--- src/rtl/fifo_wr_arbiter.sv ---
// Round-robin arbiter sharing a single async-FIFO write port among NREQ producers.
// Each grant moves up to BURST words, stalls on write_full, and counts accepted words.
module fifo_wr_arbiter #(
  parameter int unsigned WIDTH = 8,
  parameter int unsigned NREQ  = 4,
  parameter int unsigned BURST = 4,
  localparam int unsigned IDW  = (NREQ > 1) ? $clog2(NREQ) : 1
) (
  input  logic                  wr_clk,
  input  logic                  rst,
  input  logic [NREQ-1:0]       req,
  input  logic [NREQ*WIDTH-1:0] req_data,
  input  logic                  write_full,
  output logic [NREQ-1:0]       ack,
  output logic                  fifo_wr_en,
  output logic [WIDTH-1:0]      fifo_data,
  output logic                  grant_valid,
  output logic [IDW-1:0]        grant_id,
  output logic [15:0]           word_count
);

  typedef enum logic {
    IDLE,
    XFER
  } state_e;

  state_e         state_q, state_d;
  logic [IDW-1:0] rr_ptr_q, rr_ptr_d;
  logic [IDW-1:0] grant_id_q, grant_id_d;
  logic [3:0]     burst_cnt_q, burst_cnt_d;
  logic [15:0]    word_count_q, word_count_d;

  logic           wr;
  logic           wr_ok;
  logic           any_req;
  logic [IDW-1:0] pick;
  logic [IDW-1:0] grant_next;

  // First requester at or after rr_ptr, wrapping modulo NREQ.
  always_comb begin
    int unsigned idx;
    idx     = 0;
    any_req = 1'b0;
    pick    = '0;
    for (int unsigned k = 0; k < NREQ; k++) begin
      idx = (32'(rr_ptr_q) + k) % NREQ;
      if (!any_req && req[IDW'(idx)]) begin
        any_req = 1'b1;
        pick    = IDW'(idx);
      end
    end
  end

  assign grant_next = (grant_id_q == IDW'(NREQ - 1)) ? '0 : grant_id_q + 1'b1;

  assign wr = (state_q == XFER) && req[grant_id_q] && !write_full;
  // A reset edge must not commit a word into the FIFO.
  assign wr_ok = wr && !rst;

  always_comb begin
    ack = '0;
    if (wr_ok) ack[grant_id_q] = 1'b1;
  end

  assign fifo_wr_en  = wr_ok;
  assign fifo_data   = req_data[grant_id_q*WIDTH +: WIDTH];
  assign grant_valid = (state_q == XFER);
  assign grant_id    = grant_id_q;
  assign word_count  = word_count_q;

  always_comb begin
    state_d      = state_q;
    rr_ptr_d     = rr_ptr_q;
    grant_id_d   = grant_id_q;
    burst_cnt_d  = burst_cnt_q;
    word_count_d = word_count_q;
    case (state_q)
      IDLE: begin
        if (any_req) begin
          grant_id_d  = pick;
          burst_cnt_d = '0;
          state_d     = XFER;
        end
      end
      XFER: begin
        if (!req[grant_id_q]) begin
          state_d  = IDLE;
          rr_ptr_d = grant_next;
        end else if (wr) begin
          burst_cnt_d  = burst_cnt_q + 4'd1;
          word_count_d = word_count_q + 16'd1;
          if (burst_cnt_q == 4'(BURST - 1)) begin
            state_d  = IDLE;
            rr_ptr_d = grant_next;
          end
        end
      end
      default: state_d = IDLE;
    endcase
  end

  always_ff @(posedge wr_clk) begin
    if (rst) begin
      state_q      <= IDLE;
      rr_ptr_q     <= '0;
      grant_id_q   <= '0;
      burst_cnt_q  <= '0;
      word_count_q <= '0;
    end else begin
      state_q      <= state_d;
      rr_ptr_q     <= rr_ptr_d;
      grant_id_q   <= grant_id_d;
      burst_cnt_q  <= burst_cnt_d;
      word_count_q <= word_count_d;
    end
  end

endmodule

--- config.mk ---
export PLATFORM = sky130hd
export DESIGN_NAME = fifo_wr_arbiter
export DESIGN_NICKNAME = d
export VERILOG_FILES = /design/src/rtl/fifo_wr_arbiter.sv
export SDC_FILE = /design/constraint.sdc
export NUM_CORES = 1
export LEC_CHECK = 0
export ABC_AREA = 1
export CORE_ASPECT_RATIO = 0.5
export CORE_MARGIN = 2
export CORE_UTILIZATION = 40
export DETAILED_ROUTE_END_ITERATION = 8
export GPL_TIMING_DRIVEN = 1
export PLACE_DENSITY = 0.74
export REMOVE_ABC_BUFFERS = 1
export SYNTH_ARGS = -nofsm -noshare
export SYNTH_HDL_FRONTEND = slang
export SYNTH_SLANG_ARGS = --single-unit
--- constraint.sdc ---
create_clock -name wr_clk -period 1.94 [get_ports wr_clk]
set_input_delay 0.291 -clock wr_clk [delete_from_list [all_inputs] [get_ports wr_clk]]
set_output_delay 0.291 -clock wr_clk [all_outputs]
set_load 0.005 [all_outputs]
==> metrics.csv <==
metric;value;unit
multi-input logic area;0.00116;sq mm
Power, Total;2750;uW
CTS Sinks;25;
WS Path Type;primary input to output pin;
P&R area growth vs syn;50.1;%
fillers;424;
Worst setup SP type;primary input;
Pins Over Slew Limit;0;
endpoints failing hold;0;
Chip Width;100;um
post-DR wirelength/cell;12.0;um
fin nets;425;
H-tree levels;1;
vias in the first global route;1986;
CTS max path bufs;2;
Post-synth EDFFs;0;
DIE HEIGHT;52.2;um
YS warnings;0;
hpwl dp;3.98;mm
DRC;0;
Clock Root Buffer;clkbuf_8;
Slew HR;66.1;%
Iteration-0 DRC Markers;81;
Reg area;505;sq um
WL final;5.24;mm
GPL Wtd Cong;0.912;
Req. time, crit path;1.65;ns
Synth cell types;28;
clk_skew;0.00685;ns
Worst setup EP type;output pin;
initial core utilization;42.0;%
Core ar.;0.00442;sq mm
initial antenna violation count;0;
Max-Cap Viols;0;
synthesized flop and latch total;25;
setup TNS;0;ns
CTS tree;built;
status;complete, no violations;
number of inserted diodes;0;
fin crit period;1.86;ns
worst-margin pin slew;0.501;ns
I/O Pins;71;
Final Setup Violations;0;
RSZ-0062 raised after global routing;false;
Die Area;0.00524;sq mm
total track usage;20.6;%
ys async rst share;0;%
Power Density;988;mW/mm^2
Vias per Instance;4.94;
highest clock rate;538;MHz
vias;2156;
WP data arrival;1.57;ns
Mapped Avg Cell Area;6.21;sq um
Hold-fix buffers, CTS;0;
Reg2Reg Depth;12;
slowest stage delay, CP;0.48;ns
Syn Std Cell Area;0.00186;sq mm
Synth Instances;299;
total grt overflow;0;
share of cells above drive strength 1;11.3;%
Worst-path clk slew;0.10;ns
PortBufs;70;
CP Max Fanout;5;
CTS buffer count;3;
fin crit share;95.8;%
largest net degree at the start of global routing;19;
CP Cell Sequence;clkdlybuf4s50_1, nand2_1, nand3_1, and2_4, nand2_4, inv_2, nand2_2, nor2_1, dlygate4sd2_1;
Worst path slowest cell;clkdlybuf4s50_1;
Hold WC Path Type;register to register;
Seq/Total Area, Yosys;27.0;%
standard-cell rows;17;
Pleak;0.00124;uW
Hold Path Stages;2;
Main synth FF type;dfxtp_1;
IR Drop Worst-Case VDD;453;uV
first-pass GRT wire length;8.71;mm
clock latency on the worst-skew pair;0.28;ns
Antenna Violating Nets Remaining;0;
first drt pass iteration count;5;
cell usage after synthesis (2+ instances only):
library cell | number | area [sq um]
nor3_1 | 8 | 40.0
o22ai_1 | 8 | 50.1
nand2_2 | 4 | 25.0
inv_1 | 35 | 131
nor2_1 | 44 | 165
nand3_1 | 19 | 95.1
nand2_1 | 66 | 248
nand4_1 | 5 | 31.3
xnor2_1 | 4 | 35.0
inv_2 | 2 | 7.51
ha_1 | 6 | 75.1
clkbuf_1 | 5 | 18.8
buf_2 | 3 | 15.0
buf_4 | 3 | 22.5
nand2_4 | 4 | 45.0
a21oi_1 | 19 | 95.1
xor2_1 | 3 | 26.3
dfxtp_1 | 25 | 500
and2_4 | 2 | 17.5
o21ai_0 | 26 | 130
per-stage QoR:
stage          util, %  hold slack [ns]  area (sq um)  worst slack (ns)  cells
6_report          63.0            0.492          2790            0.0806    436
5_1_grt           63.0            0.524          2790           0.00202    436
4_1_cts           62.4            0.491          2760           0.00433    436
3_5_place_dp      60.7            0.478          2690            -0.302    430
3_3_place_gp      60.7            0.470          2690            -0.250    430
2_1_floorplan        -            0.360          1800            -0.133    288
placed cells by master, fill, tap and decap left out, types with 6 or more instances in the layout:
cell type / netlist / layout
nand2_1: 66 / 65
clkdlybuf4s50_1: 0 / 56
nor2_1: 44 / 44
inv_1: 35 / 33
o21ai_0: 26 / 26
dfxtp_1: 25 / 23
nand3_1: 19 / 19
a21oi_1: 19 / 19
buf_4: 3 / 14
o22ai_1: 8 / 8
nor3_1: 8 / 8
dlymetal6s2s_1: 0 / 8
ha_1: 6 / 6
repair_timing:
| item | 4_1_cts | 5_1_grt |
|---|---|---|
| gates resized for setup | 16 | 14 |
| setup buffers | 1 | 0 |
| endpoints found under the setup margin | 13 | 11 |
| gates cloned | 1 | 0 |
| pin swaps | 0 | 1 |
sequential cells by signal, indices dropped and copies added (netlist names):
register and cells:
grant_valid 1, burst_cnt_q 4, rr_ptr_q 2, grant_id 2
word_count 16
kinds of logic (layout without fill, tap and decap cells):
kind of cell | count (synthesis) | in the layout | share of synthesized area, %
fa+ha+maj | 6 | 6 | 4.04
flops | 25 | 25 | 27.0
buf+inv | 48 | 128 | 10.5
xor+xnor | 7 | 7 | 3.30
simple gates | 157 | 157 | 39.0
compound gates | 56 | 56 | 16.2
final timing paths:
check                           slack [ns]                       start                     endpoint
worst max-delay path                  0.08                      req[3]                       ack[2]
worst min-delay path                  0.49  word_count[5]$_SDFFE_PP0P_   word_count[5]$_SDFFE_PP0P_
worst max register to register        0.36    grant_id[0]$_SDFFE_PP0P_  word_count[10]$_SDFFE_PP0P_
worst min register to register        0.49  word_count[5]$_SDFFE_PP0P_   word_count[5]$_SDFFE_PP0P_
power by group:
| group | internal, uW | switching [uW] |
|---|---|---|
| clock network | 151 | 184 |
| registers | 580 | 71.8 |
| logic | 826 | 940 |
layout make-up:
class                   instances  area share, %
repair buffers                 87           30.7
flip-flops and latches         25           18.1
clock inverters                 1          0.314
multi-input cells             226           41.8
inverters                      37           5.07
well taps                      57           2.56
clock buffers                   3           1.48
worst max-delay path, delay by kind of cell:
kind | cells | cell delay (ns)
buffers and inverters | 3 | 0.77
AND/OR/NAND/NOR | 6 | 0.51
layer usage:
layer	up-vias	global-route usage, %	part of all wire [%]
met1	986	25.7	46
met5	-	0	0
met2	45	38.6	50
met4	0	3.42	0.38
met3	2	3.07	3.5
li1	1123	-	-
(Power assumes the default switching activity.)
